$ cat src/rtl/mem_arbiter.sv
// mem_arbiter: round-robin two-master arbiter for a single-port synchronous memory.
// Define MEM_ARB_FIXED_PRIO_EN to give m0 fixed priority (m1 cannot preempt m0).
module mem_arbiter #(
   parameter int ADDR_WIDTH = 6,
   parameter int DATA_WIDTH = 16,
   parameter int MAX_HOLD   = 8
) (
   input  logic                  clk,
   input  logic                  rst_n,
   input  logic                  m0_req,
   input  logic                  m0_we,
   input  logic [ADDR_WIDTH-1:0] m0_addr,
   input  logic [DATA_WIDTH-1:0] m0_data,
   output logic                  m0_gnt,
   output logic                  m0_rvalid,
   output logic [DATA_WIDTH-1:0] m0_rdata,
   input  logic                  m1_req,
   input  logic                  m1_we,
   input  logic [ADDR_WIDTH-1:0] m1_addr,
   input  logic [DATA_WIDTH-1:0] m1_data,
   output logic                  m1_gnt,
   output logic                  m1_rvalid,
   output logic [DATA_WIDTH-1:0] m1_rdata,
   output logic                  mem_we,
   output logic [ADDR_WIDTH-1:0] mem_addr,
   output logic [DATA_WIDTH-1:0] mem_data,
   input  logic [DATA_WIDTH-1:0] mem_in
);
   localparam int HW = $clog2(MAX_HOLD) + 1;
   typedef enum logic [1:0] {IDLE, OWN0, OWN1} state_t;
   state_t state, nxt;
   logic last;
   logic [HW-1:0] hold_cnt;
   logic acc0, acc1, cap0, cap1, pick1, other_req;
   assign acc0 = m0_gnt & m0_req;
   assign acc1 = m1_gnt & m1_req;
   assign cap1 = m0_req && hold_cnt == HW'(MAX_HOLD - 1);
`ifdef MEM_ARB_FIXED_PRIO_EN
   assign cap0  = 1'b0;
   assign pick1 = 1'b0;
`else
   assign cap0  = m1_req && hold_cnt == HW'(MAX_HOLD - 1);
   assign pick1 = ~last;
`endif
   assign other_req = (state == OWN0) ? m1_req : m0_req;
   always_comb begin
      nxt = IDLE;
      case (state)
         OWN0:    nxt = !m0_req ? (m1_req ? OWN1 : IDLE) : cap0 ? OWN1 : OWN0;
         OWN1:    nxt = !m1_req ? (m0_req ? OWN0 : IDLE) : cap1 ? OWN0 : OWN1;
         default: nxt = (m0_req & m1_req) ? (pick1 ? OWN1 : OWN0) : m0_req ? OWN0 : m1_req ? OWN1 : IDLE;
      endcase
   end
   always_ff @(posedge clk or negedge rst_n) begin
      if (!rst_n) begin
         state     <= IDLE;
         m0_gnt    <= 1'b0;
         m1_gnt    <= 1'b0;
         m0_rvalid <= 1'b0;
         m1_rvalid <= 1'b0;
         last      <= 1'b1;
         hold_cnt  <= '0;
      end else begin
         state     <= nxt;
         m0_gnt    <= nxt == OWN0;
         m1_gnt    <= nxt == OWN1;
         m0_rvalid <= acc0 & ~m0_we;
         m1_rvalid <= acc1 & ~m1_we;
         last      <= nxt == OWN0 ? 1'b0 : nxt == OWN1 ? 1'b1 : last;
         hold_cnt  <= (nxt != state || nxt == IDLE || !other_req) ? '0 : hold_cnt + 1'b1;
      end
   end
   // Read data is tagged by the registered rvalid, so the issuer gets it even after a grant switch.
   assign m0_rdata = mem_in;
   assign m1_rdata = mem_in;
   assign mem_we   = (acc0 & m0_we) | (acc1 & m1_we);
   assign mem_addr = m0_gnt ? m0_addr : m1_gnt ? m1_addr : '0;
   assign mem_data = m0_gnt ? m0_data : m1_gnt ? m1_data : '0;
endmodule

$ cat config.mk
export PLATFORM = sky130hd
export DESIGN_NAME = mem_arbiter
export DESIGN_NICKNAME = d
export VERILOG_FILES = /design/src/rtl/mem_arbiter.sv
export SDC_FILE = /design/constraint.sdc
export NUM_CORES = 1
export LEC_CHECK = 0
export CORE_ASPECT_RATIO = 0.8
export CORE_MARGIN = 2
export CORE_UTILIZATION = 26
export CTS_CLUSTER_SIZE = 30
export DETAILED_ROUTE_END_ITERATION = 10
export PLACE_DENSITY_LB_ADDON = 0.1
export SETUP_SLACK_MARGIN = 0.05
export SLEW_MARGIN = 20
export SYNTH_ARGS = -nofsm -noshare
export SYNTH_HDL_FRONTEND = slang
export SYNTH_SLANG_ARGS = --single-unit
$ cat constraint.sdc
create_clock -name clk -period 2.2 [get_ports clk]
set_clock_uncertainty 0.05 [all_clocks]
set_input_delay 0.22 -clock clk [delete_from_list [all_inputs] [get_ports clk]]
set_output_delay 0.22 -clock clk [all_outputs]
set_load 0.05 [all_outputs]
==> flow_metrics.tcl, run 1 <==
set metrics [dict create \
    ys_types 33 \
    synthTopCellsByArea "dfrtp_1, buf_4, a22o_1, ha_1, mux2i_1" \
    min_period_ps 2166 \
    cts.sinks 11 \
    synth_seq_cells 11 \
    async_reset_ff_share_pct 100.0 \
    post-dp-hpwl_um 3104 \
    viasPerCell 4.757 \
    num_rows 21 \
    rsz0062_at_grt "true" \
    powerDensity_nw_per_um2 1412 \
    cts-buffers-inserted 3 \
    p_sw_mw 1.518 \
    drt_iter0_markers 45 \
    grt_pass1_vias 1229 \
    cts_tree "yes" \
    io-pin-count 125 \
    synth-edff-count 0 \
    clock_latency_ps 240 \
    fmax_mhz 461.7 \
    tightest_slew_ps 565.0 \
    seqPwrFrac_pct 10.0 \
    gp_congestion 0.8128 \
    htree_levels 1 \
    finalPower_mw 3.162 \
    hold_viol_final 0 \
    ys_seq_area_share_pct 23.76 \
    drtAntennaViolNets 0 \
    critical_path.startpoint_type "flip-flop" \
    intPower_mw 1.644 \
    peakVddDrop_mv 0.6943 \
    area_growth_pct 92.47 \
    antenna_cells 0 \
    synthDominantCellAreaShare_pct 21.51 \
    syn_inst 129 \
    yosys.area.top_type "dfrtp_1" \
    grt_pass1_wl_um 6044 \
    worstPathRequired_ps 2300 \
    arrival_ps 2270 \
    die_y_um 63.84 \
    post-route-period-util_pct 98.45 \
    remaining_drc_errors 0 \
    grt_overflow 0 \
    power.leakage_nw 0.9283 \
    timing.final.ws_setup_ps 34.19 \
    dp_slack_ps -46.95 \
    syn_avg_cell_area_um2 9.020 \
    ctsLongestPathBuffers 2 \
    setup_viol 0 \
    cts.clk_slew.worst_paths_ps 50 \
    path_max_fanout 4 \
    ys.flop_type "dfrtp_1" \
    firstDrtPassIters 4 \
    syn_nets 201 \
    status "finished, final reports clean" \
    vias 1175 \
    swShare_pct 48.01 \
    min_path_type "in -> async" \
    grt_util_all_layers_pct 15.38 \
    dieWidth_um 78.80 \
    drt-total-wl_um 4098 \
    routedWlPerCell_um 16.59 \
    slew_headroom_pct 62.22 \
    io_buffers 76 \
    ctsHoldBuffers 0 \
    grt_max_degree 16 \
    coreArea_um2 4230 \
    cts_root_buf "clkbuf_8" \
    pwr-share-comb_pct 83.4 \
    antenna_found_initial 0 \
    yosysWarnings 0 \
    p_clk_share_pct 6.7 \
    drive_gt1_share_pct 37.89 \
    criticalPathCategory "reg -> reg" \
    endpoint_kind "flip-flop" \
    start_util_pct 27.51 \
    max_cap_violations 0 \
    die-area_um2 5030 \
    synth_area_um2 1164 \
    fin_nets 263 \
    slew_viol_final 0 \
    n_fill_cell 370 \
]
registers in the layout, summed over array words and instances, names as in the netlist:
| name | cells |
|---|---|
| m1_gnt | 1 |
| state | 2 |
| hold_cnt | 4 |
| m1_rvalid | 1 |
| last | 1 |
| m0_gnt | 1 |
| m0_rvalid | 1 |
cell families (layout without fill, tap and decap cells):
group                    after synthesis  in the layout  synth area share (%)
buffers and inverters                 48            109                 26.88
AND/OR/NAND/NOR                       32             32                 18.06
AO/OA/AOI/OAI                         26             26                 19.78
flip-flops                            11             11                 23.76
adder cells (fa/ha/maj)                6              6                 6.451
multiplexers                           4              4                 3.548
XOR/XNOR                               2              2                 1.506
layer usage:
layer	vias to the layer above	track usage [%]	routed length [um]
li1	556	-	-
met1	547	16.05	1472
met2	34	28.42	2191
met3	38	3.107	230
met4	0	8.991	203
met5	-	0	0
power groups by stage:
stage | combinational [mW] | clock [mW] | sequential, mW
6_report | 2.64 | 0.211 | 0.315
2_1_floorplan | 1.37 | 0 | 0.369
3_5_place_dp | 2.37 | 0 | 0.310
3_3_place_gp | 2.35 | 0 | 0.306
4_1_cts | 2.46 | 0.213 | 0.308
5_1_grt | 2.77 | 0.222 | 0.322
critical path, cell delays in order, from the launching register on:
cell and delay [ps]:
dfrtp_1 390, ha_2 190, and3b_2 220, mux2_4 340, nor2_4 120, inv_2 50
ha_2 180, nor2_4 110, o2111ai_4 140, nor4_2 290
area by class of cell:
type | instances | area (um2) | area share (%)
inverter | 8 | 30.03 | 1.341
timing repair buffer | 97 | 1137 | 50.78
multi-input combinational | 70 | 678.2 | 30.28
clock buffer | 4 | 45.04 | 2.011
tap | 57 | 71.32 | 3.184
sequential | 11 | 277.8 | 12.40
metrics by stage:
| stage | instance area [um2] | setup TNS, ps | hold slack (ps) | cells | util, % |
|---|---|---|---|---|---|
| 6_report | 2240 | 0 | 292.6 | 247 | 52.94 |
| 5_1_grt | 2240 | -230.9 | 321.1 | 247 | 52.94 |
| 4_1_cts | 2138 | 0 | 309.1 | 242 | 50.55 |
| 3_5_place_dp | 2036 | -79.63 | 390.6 | 236 | 48.12 |
| 3_3_place_gp | 2036 | 0 | 390.6 | 236 | 48.12 |
| 2_1_floorplan | 1166 | 0 | -125.6 | 129 | - |
path summary, 6_finish.rpt:
kind	to	slack (ps)	cells past startpoint	startpoint
max	hold_cnt[0]	30	9	hold_cnt[1]
min in group clk	m1_rdata[9]	390	0	mem_in[9]
max in group asynchronous	state[1]	1400	1	rst_n
max reg2reg	hold_cnt[0]	30	9	hold_cnt[1]
min	hold_cnt[0]	290	1	rst_n
min reg2reg	last	440	2	last
placed cells by master, fill, tap and decap left out, types with 2 or more instances in the layout:
master,Yosys,final
ha_2,0,2
buf_4,33,22
nor4_1,4,2
nand3_1,5,4
buf_12,0,22
nor4_2,0,2
mux2i_1,3,3
clkbuf_8,0,3
nor3b_1,2,2
clkdlybuf4s50_1,0,52
a22o_1,21,21
nand2_1,6,6
inv_1,8,6
nor2_1,4,2
nor2_4,0,2
ha_4,0,3
dfrtp_1,10,9
and4bb_2,2,2
inv_2,0,2
Yosys cell counts (2+ instances only):
cell,n
a22o_1,21
and4bb_2,2
buf_4,33
clkbuf_1,5
dfrtp_1,10
ha_1,6
inv_1,8
mux2i_1,3
nand2_1,6
nand3_1,5
nor2_1,4
nor3b_1,2
nor4_1,4
repair_timing:
item                       CTS  global route
setup endpoints to repair    4             5
gates resized for setup      8            13
pin swaps                    4             7
setup buffers                2             6
Note: power is estimated with default switching activity, not from simulation.
==> run 2: changes to the inputs <==
--- a/config.mk
+++ b/config.mk
@@ -7,7 +7,8 @@
 export LEC_CHECK = 0
 export CORE_ASPECT_RATIO = 0.8
 export CORE_MARGIN = 2
-export CORE_UTILIZATION = 26
+export CORE_UTILIZATION = 29
+export CTS_BUF_LIST = sky130_fd_sc_hd__clkbuf_8 sky130_fd_sc_hd__clkbuf_16
 export CTS_CLUSTER_SIZE = 30
 export DETAILED_ROUTE_END_ITERATION = 10
 export PLACE_DENSITY_LB_ADDON = 0.1
==> constraint.sdc (replaced) <==
create_clock -name clk -period 2.3 [get_ports clk]
set_clock_uncertainty 0.05 [all_clocks]
set_input_delay 0.23 -clock clk [delete_from_list [all_inputs] [get_ports clk]]
set_output_delay 0.23 -clock clk [all_outputs]
set_load 0.05 [all_outputs]
==> flow_metrics.tcl, run 2 (synthesized netlist as in run 1, its figures left out) <==
set metrics [dict create \
    status "finished, final reports clean" \
    power.leakage_nw 0.9115 \
    hold_viol_final 0 \
    swShare_pct 48.44 \
    firstDrtPassIters 4 \
    final_common_cell "clkdlybuf4s50_1" \
    placed_area_um2 2003 \
    fmax_mhz 456.6 \
    tns_ps 0 \
    p_sw_mw 1.413 \
    vias 1206 \
    cts_tree "yes" \
    cts.sinks 11 \
    seqPwrFrac_pct 10.0 \
    post-dp-hpwl_um 3006 \
    setup_viol 0 \
    drt_iter0_markers 39 \
    grt_pass1_wl_um 5575 \
    regMostFlops "hold_cnt" \
    clock_latency_ps 240 \
    gp_congestion 0.7536 \
    pwr-share-comb_pct 83.5 \
    top_regs "hold_cnt (4), state (2)" \
    io_buffers 76 \
    max_cap_violations 0 \
    worstPathRequired_ps 2380 \
    drt-total-wl_um 3835 \
    cts.clk_slew.worst_paths_ps 50 \
    io-pin-count 125 \
    dieWidth_um 74.82 \
    grt_util_all_layers_pct 16.14 \
    arrival_ps 2270 \
    powerDensity_nw_per_um2 1336 \
    p_clk_share_pct 6.5 \
    min_period_ps 2190 \
    fin_nets 260 \
    post-route-period-util_pct 95.21 \
    wl_met1_um 1518 \
    htree_levels 1 \
    cts_root_buf "clkbuf_8" \
    critical_path.startpoint_type "flip-flop" \
    antenna_found_initial 0 \
    remaining_drc_errors 0 \
    slew_headroom_pct 61.52 \
    peakVddDrop_mv 0.6787 \
    path_max_fanout 4 \
    finalInstanceArea_um2 2183 \
    max_stage_delay_ps 390 \
    drive_gt1_share_pct 35.29 \
    antenna_cells 0 \
    layout_common_cells "clkdlybuf4s50_1, a22o_1, buf_12, buf_4, dfrtp_1" \
    rsz0062_at_grt "true" \
    intPower_mw 1.504 \
    ctsLongestPathBuffers 2 \
    slew_viol_final 0 \
    top_layer_used "met4" \
    r2r_slack_ps 110 \
    routedWlPerCell_um 15.85 \
    area_growth_pct 87.63 \
    wl_met3_um 249 \
    criticalPathCategory "reg -> reg" \
    cts-buffers-inserted 3 \
    path_cells "ha_2 -> and3b_2 -> o2111ai_4 -> nand4_1 -> ha_2 -> nor2_4 -> o2111ai_4 -> nor4_2" \
    die-area_um2 4538 \
    min_path_type "in -> async" \
    crit_path_top_delay_cell "dfrtp_1" \
    die_y_um 60.66 \
    grt_max_degree 27 \
    coreArea_um2 3829 \
    largest_reg_flops 4 \
    drtAntennaViolNets 0 \
    grt_overflow 0 \
    grt_pass1_vias 1150 \
    endpoint_kind "flip-flop" \
    tightest_slew_ps 575.7 \
    start_util_pct 30.39 \
    viasPerCell 4.983 \
    dr_wl_met2_um 1909 \
    num_rows 20 \
]
## run 2: metal layers
| metal | up-vias | global-route usage (%) |
|---|---|---|
| li1 | 551 | - |
| met5 | - | 0 |
| met1 | 567 | 19.98 |
| met3 | 30 | 4.153 |
| met4 | 0 | 6.888 |
| met2 | 58 | 26.82 |
## run 2: worst paths after layout
check	from	to	depth (start not counted)
worst max-delay path	hold_cnt[0]	hold_cnt[0]	8
worst min-delay path	rst_n	hold_cnt[3]	1
worst max register to register	hold_cnt[0]	hold_cnt[0]	8
worst min register to register	last	last	2
max in group asynchronous	rst_n	last	1
min in group clk	mem_in[15]	m1_rdata[15]	0
## run 2: cell type report
cell class | count | area, um2
multi-input combinational | 70 | 664.4
fill | 352 | 1645
tap | 55 | 68.82
timing repair buffer | 94 | 1099
inverter | 8 | 30.03
clock buffer | 3 | 41.29
sequential | 11 | 276.5
clock inverter | 1 | 3.754
## run 2: what timing repair did
item / in CTS / in global routing
buffers inserted: 2 / 4
gates cloned: 0 / 0
pin swaps: 4 / 6
gates resized for setup: 9 / 10
hold buffers: 0 / 0
endpoints found under the setup margin: 4 / 4
## run 2: power groups by stage
stage / clock network, mW / logic [mW] / registers, mW
2_1_floorplan: 0 / 1.31 / 0.353
3_3_place_gp: 0 / 2.20 / 0.290
3_5_place_dp: 0 / 2.22 / 0.294
4_1_cts: 0.191 / 2.32 / 0.293
5_1_grt: 0.204 / 2.55 / 0.302
6_report: 0.189 / 2.44 / 0.293
## run 2: critical path, delay by kind of cell, from the launching register on
family	cells	cell delay [ps]
simple gates	4	860
fa+ha+maj	2	430
flops	1	390
compound gates	2	360
## run 2: metrics by stage
step	hold WS, ps	cells	utilization (%)	setup WS [ps]	total power, mW
after floorplan	-115.6	129	-	77.80	1.659
after global placement	405.9	232	52.32	51.76	2.493
after detailed placement	410.6	232	52.32	-116.7	2.517
after CTS	302.1	238	54.90	50.64	2.801
after global routing	316.5	242	57.03	2.311	3.060
final	284.6	242	57.03	110.1	2.918
==> run 3: changes to the inputs <==
--- a/config.mk
+++ b/config.mk
@@ -5,14 +5,13 @@
 export SDC_FILE = /design/constraint.sdc
 export NUM_CORES = 1
 export LEC_CHECK = 0
-export CORE_ASPECT_RATIO = 0.8
 export CORE_MARGIN = 2
 export CORE_UTILIZATION = 29
 export CTS_BUF_LIST = sky130_fd_sc_hd__clkbuf_8 sky130_fd_sc_hd__clkbuf_16
 export CTS_CLUSTER_SIZE = 30
 export DETAILED_ROUTE_END_ITERATION = 10
+export HOLD_SLACK_MARGIN = 0.12
 export PLACE_DENSITY_LB_ADDON = 0.1
-export SETUP_SLACK_MARGIN = 0.05
 export SLEW_MARGIN = 20
 export SYNTH_ARGS = -nofsm -noshare
 export SYNTH_HDL_FRONTEND = slang
==> flow_metrics.tcl, run 3 (synthesized netlist as in run 1, its figures left out) <==
set metrics [dict create \
    fin_nets 255 \
    firstDrtPassIters 4 \
    post-dp-hpwl_um 3334 \
    r2r_end "hold_cnt[0]" \
    grt_pass1_vias 1079 \
    num_rows 23 \
    grt_util_all_layers_pct 17.07 \
    path_max_fanout 4 \
    die_y_um 67.35 \
    grt_max_degree 22 \
    cts.sinks 11 \
    htree_levels 1 \
    cts.clk_slew.worst_paths_ps 50 \
    grt_overflow 0 \
    critical_path.startpoint_type "flip-flop" \
    min_period_ps 2204 \
    gp_congestion 0.8597 \
    layout_common_cells "clkdlybuf4s50_1, a22o_1, buf_12" \
    setup_viol 0 \
    finalPower_mw 2.899 \
    antenna_cells 0 \
    antenna_found_initial 0 \
    regMostFlops "hold_cnt" \
    rsz0062_at_grt "false" \
    ctsLongestPathBuffers 2 \
    critPathLaunch "hold_cnt[1]" \
    dieWidth_um 67.35 \
    cts-buffers-inserted 3 \
    min_path_type "in -> async" \
    coreArea_um2 3943 \
    die-area_um2 4535 \
    io_buffers 76 \
    cts_root_buf "clkbuf_8" \
    post-route-period-util_pct 95.82 \
    drt_iter0_markers 23 \
    io-pin-count 125 \
    drive_gt1_share_pct 33.52 \
    final_common_cell "clkdlybuf4s50_1" \
    ctsHoldBuffers 0 \
    criticalPathCategory "reg -> reg" \
    tightest_slew_ps 607.8 \
    powerDensity_nw_per_um2 1353 \
    rr_worst_depth 9 \
    holdWs_ps 279.7 \
    start_util_pct 29.51 \
    drt-total-wl_um 4229 \
    vias 1125 \
    endpoint_kind "flip-flop" \
    crit_path_end "hold_cnt[0]" \
    remaining_drc_errors 0 \
    power.leakage_nw 0.8876 \
    hold_viol_final 0 \
    max_cap_violations 0 \
    fin_util_pct 54.36 \
    top_regs "hold_cnt (4), state (2)" \
    slew_viol_final 0 \
    tns_ps 0 \
    final_cells 232 \
    clock_latency_ps 230 \
    worstPathRequired_ps 2380 \
    r2r_slack_ps 100 \
    peakVddDrop_mv 0.4752 \
    viasPerCell 4.849 \
    fmax_mhz 453.7 \
    status "finished, final reports clean" \
    area_growth_pct 84.19 \
    grt_pass1_wl_um 5671 \
    largest_reg_flops 4 \
    arrival_ps 2290 \
    cts_tree "yes" \
    dp_cells 226 \
    slew_headroom_pct 59.37 \
    crit-reg2reg-launch "hold_cnt[1]" \
    routedWlPerCell_um 18.23 \
    drtAntennaViolNets 0 \
]
-- run 3: cell types whose count changed in the layout (fill, tap and decap cells not counted) --
cell | previous run | this run
buf_4 | 21 | 16
ha_2 | 2 | 1
nor4_1 | 2 | 1
nor4_2 | 2 | 3
ha_1 | 2 | 3
-- run 3: layout make-up --
cell class | count | area, um2
Sequential cell | 11 | 276.5
Multi-Input combinational cell | 70 | 668.1
Tap cell | 50 | 62.56
Timing Repair Buffer | 89 | 1061
Clock buffer | 3 | 41.29
Fill cell | 338 | 1799
Clock inverter | 1 | 3.754
Inverter | 8 | 30.03
-- run 3: critical path, stage by stage (launching register included) --
cell and delay, ps:
dfrtp_1 390, ha_1 190, and3b_2 260, mux2_4 330, nor2_4 100, inv_2 50
ha_2 190, nor2_4 90, o2111ai_4 150, nor4_2 310
-- run 3: where the power goes --
| group | leakage (nW) | internal, mW | switching [mW] | total [mW] |
|---|---|---|---|---|
| clock | 0.0269 | 0.117 | 0.0708 | 0.188 |
| sequential | 0.145 | 0.250 | 0.0536 | 0.303 |
| combinational | 0.715 | 1.12 | 1.29 | 2.41 |
-- run 3: layer usage --
metal,up-vias,share of wire (%),track usage [%]
li1,539,-,-
met1,522,35,18.09
met2,60,55,34.16
met3,4,8.3,4.000
met4,0,0.90,2.806
met5,-,0,0
-- run 3: worst min-delay path by stage --
stage / start / endpoint / slack [ps] / cells after the start
after detailed placement: mem_in[14] / m0_rdata[14] / 410 / 0
after CTS: rst_n / m0_gnt / 290 / 1
final: rst_n / m0_gnt / 280 / 1
after global routing: rst_n / m0_gnt / 320 / 1
after global placement: hold_cnt[0] / hold_cnt[0] / 410 / 1
after floorplan: rst_n / hold_cnt[0] / -120 / 0
-- run 3: through the flow --
step                      area, um2  setup slack (ps)
after CTS                      2058            -11.58
final                          2143             96.11
after detailed placement       1989            -47.68
after global placement         1989             91.57
after global routing           2143             5.645
after floorplan                1164             77.80
-- run 3: repair_timing --
action | CTS | global route
gates resized for setup | 6 | 13
endpoints found under the hold margin | 0 | 0
buffers inserted | 0 | 2
pin swaps | 2 | 9
endpoints found under the setup margin | 4 | 4
==> RTL edit: new RTL, config.mk and constraints of run 1 <==
Reset style: synchronous (`rst_n`), changed in one clocked block.
--- a/src/rtl/mem_arbiter.sv
+++ b/src/rtl/mem_arbiter.sv
@@ -52,5 +52,5 @@
       endcase
    end
-   always_ff @(posedge clk or negedge rst_n) begin
+   always_ff @(posedge clk) begin
       if (!rst_n) begin
          state     <= IDLE;
Function: differs if rst_n is asserted again (counterexample within 4 cycles, from zero or initial values and one cycle with rst_n low); with rst_n held inactive, the same outputs for 10 cycles.
==> RTL edit against run 1 <==
  * The flow now finishes with violations (setup timing)
  * Final area down 3.9%
  * First-iteration DRC count shrank 20%
  * Die area is 4.0% lower
  * Critical endpoint is now hold_cnt[0]
  * Setup slack got worse by 0.22 ns
  * Fmax fell by 9.1%
  * Routed wire length shrank 1.8%
  * Sequential cell count unchanged
  * Cell count increased by 2.4%
  * Largest cell class unchanged
  * Area after synthesis fell by 4.2%
Power is not compared: it rests on default switching activity, and its combinational part moved more than twofold at a synthesized area within 25%.
==> RTL edit: results (changes against run 1) <==
| Metric | Value |
|---|---|
| Worst reg-to-reg setup slack | `-0.18 ns (was 0.03 ns)` |
| Max stage delay on crit path | `0.48 ns (was 0.39 ns)` |
| FF-to-FF Start | `state[0] (was hold_cnt[1])` |
| Worst R2R End | `hold_cnt[0] (unchanged)` |
| Yosys cell types | `32 (was 33)` |
| Worst-path maximum fanout | `8 (was 4)` |
| Asr flop ratio synth | `0% (was 100%)` |
| Final worst slack | `-0.184 ns (was 0.0342 ns)` |
| WHS | `0.390 ns (was 0.293 ns)` |
| WP data arrival | `2.46 ns (was 2.27 ns)` |
| Placed cell area | `2030 µm² (was 2040 µm²)` |
| Pre-CTS setup slack | `-0.214 ns (was -0.0469 ns)` |
| Met2 Usage GRT | `31.0% (was 28.4%)` |
| Syn Nets | `206 (was 201)` |
| Via-per-instance ratio | `4.64 (was 4.76)` |
| Setup TNS | `-0.536 ns (was 0 ns)` |
| Most used DFF post-synth | `dfxtp_1 (was dfrtp_1)` |
| Final setup violation count | `4 (was 0)` |
| Gpl congestion | `0.884 (was 0.813)` |
| Status | `finished, violations left (was complete, no violations)` |
| Met3 Use GR | `4.05% (was 3.11%)` |
| Total global-route track usage | `15.8% (was 15.4%)` |
| Largest net degree at the start of global routing | `28 (was 16)` |
| Nets@finish | `269 (was 263)` |
| Violated checks | `setup timing` |
| Worst relative slew slack | `52.5% (was 62.2%)` |
| Dpl cells | `246 (was 236)` |
## RTL edit: cell types whose count changed after synthesis, moves of 3 or more
cell	delta
a31oi_1	+3
dfrtp_1	-10
dfxtp_1	+11
nand2_1	+4
## RTL edit: worst max path at each step
stage | from | depth (start not counted) | end | slack [ns]
detailed placement | m0_req | 8 | hold_cnt[1] | -0.21
global route | state[0] | 9 | hold_cnt[1] | -0.27
finish | state[0] | 9 | hold_cnt[0] | -0.18
global placement | m0_req | 8 | hold_cnt[1] | -0.09
CTS | state[0] | 9 | hold_cnt[1] | -0.15
floorplan | state[0] | 9 | hold_cnt[1] | -0.11
## RTL edit: what timing repair did
item / CTS / global route
setup endpoints to repair: 4 / 5
pin swaps: 1 / 1
hold endpoints to repair: 0 / 0
setup buffers: 2 / 2
gates resized for setup: 2 / 7
## RTL edit: final cells by class
type,instances,area [µm²]
Clock buffer,4,45.0
Inverter,6,22.5
Fill cell,402,2000
Timing Repair Buffer,97,1120
Tap cell,57,71.3
Multi-Input combinational cell,78,669
Sequential cell,11,223
## RTL edit: layer usage
layer,vias up,share of wire [%]
met5,-,0
met4,0,1.6
met3,11,5.7
met2,41,58
met1,556,35
li1,567,-
## RTL edit: logic make-up after synthesis
| logic type | Yosys count | synth area share, % |
|---|---|---|
| flip-flops | 11 | 19.8 |
| buffers and inverters | 45 | 26.9 |
| adder cells (fa/ha/maj) | 6 | 6.73 |
| multiplexers | 4 | 4.04 |
| AO/OA/AOI/OAI | 31 | 22.1 |
| XOR/XNOR | 3 | 2.36 |
| AND/OR/NAND/NOR | 34 | 18.1 |
## RTL edit: power by group
group          internal [W]  leakage (nW)  switching [W]
sequential         0.000220        0.0902      0.0000156
combinational      0.000524         0.791       0.000549
clock              0.000127        0.0228      0.0000710
total              0.000871         0.904       0.000635
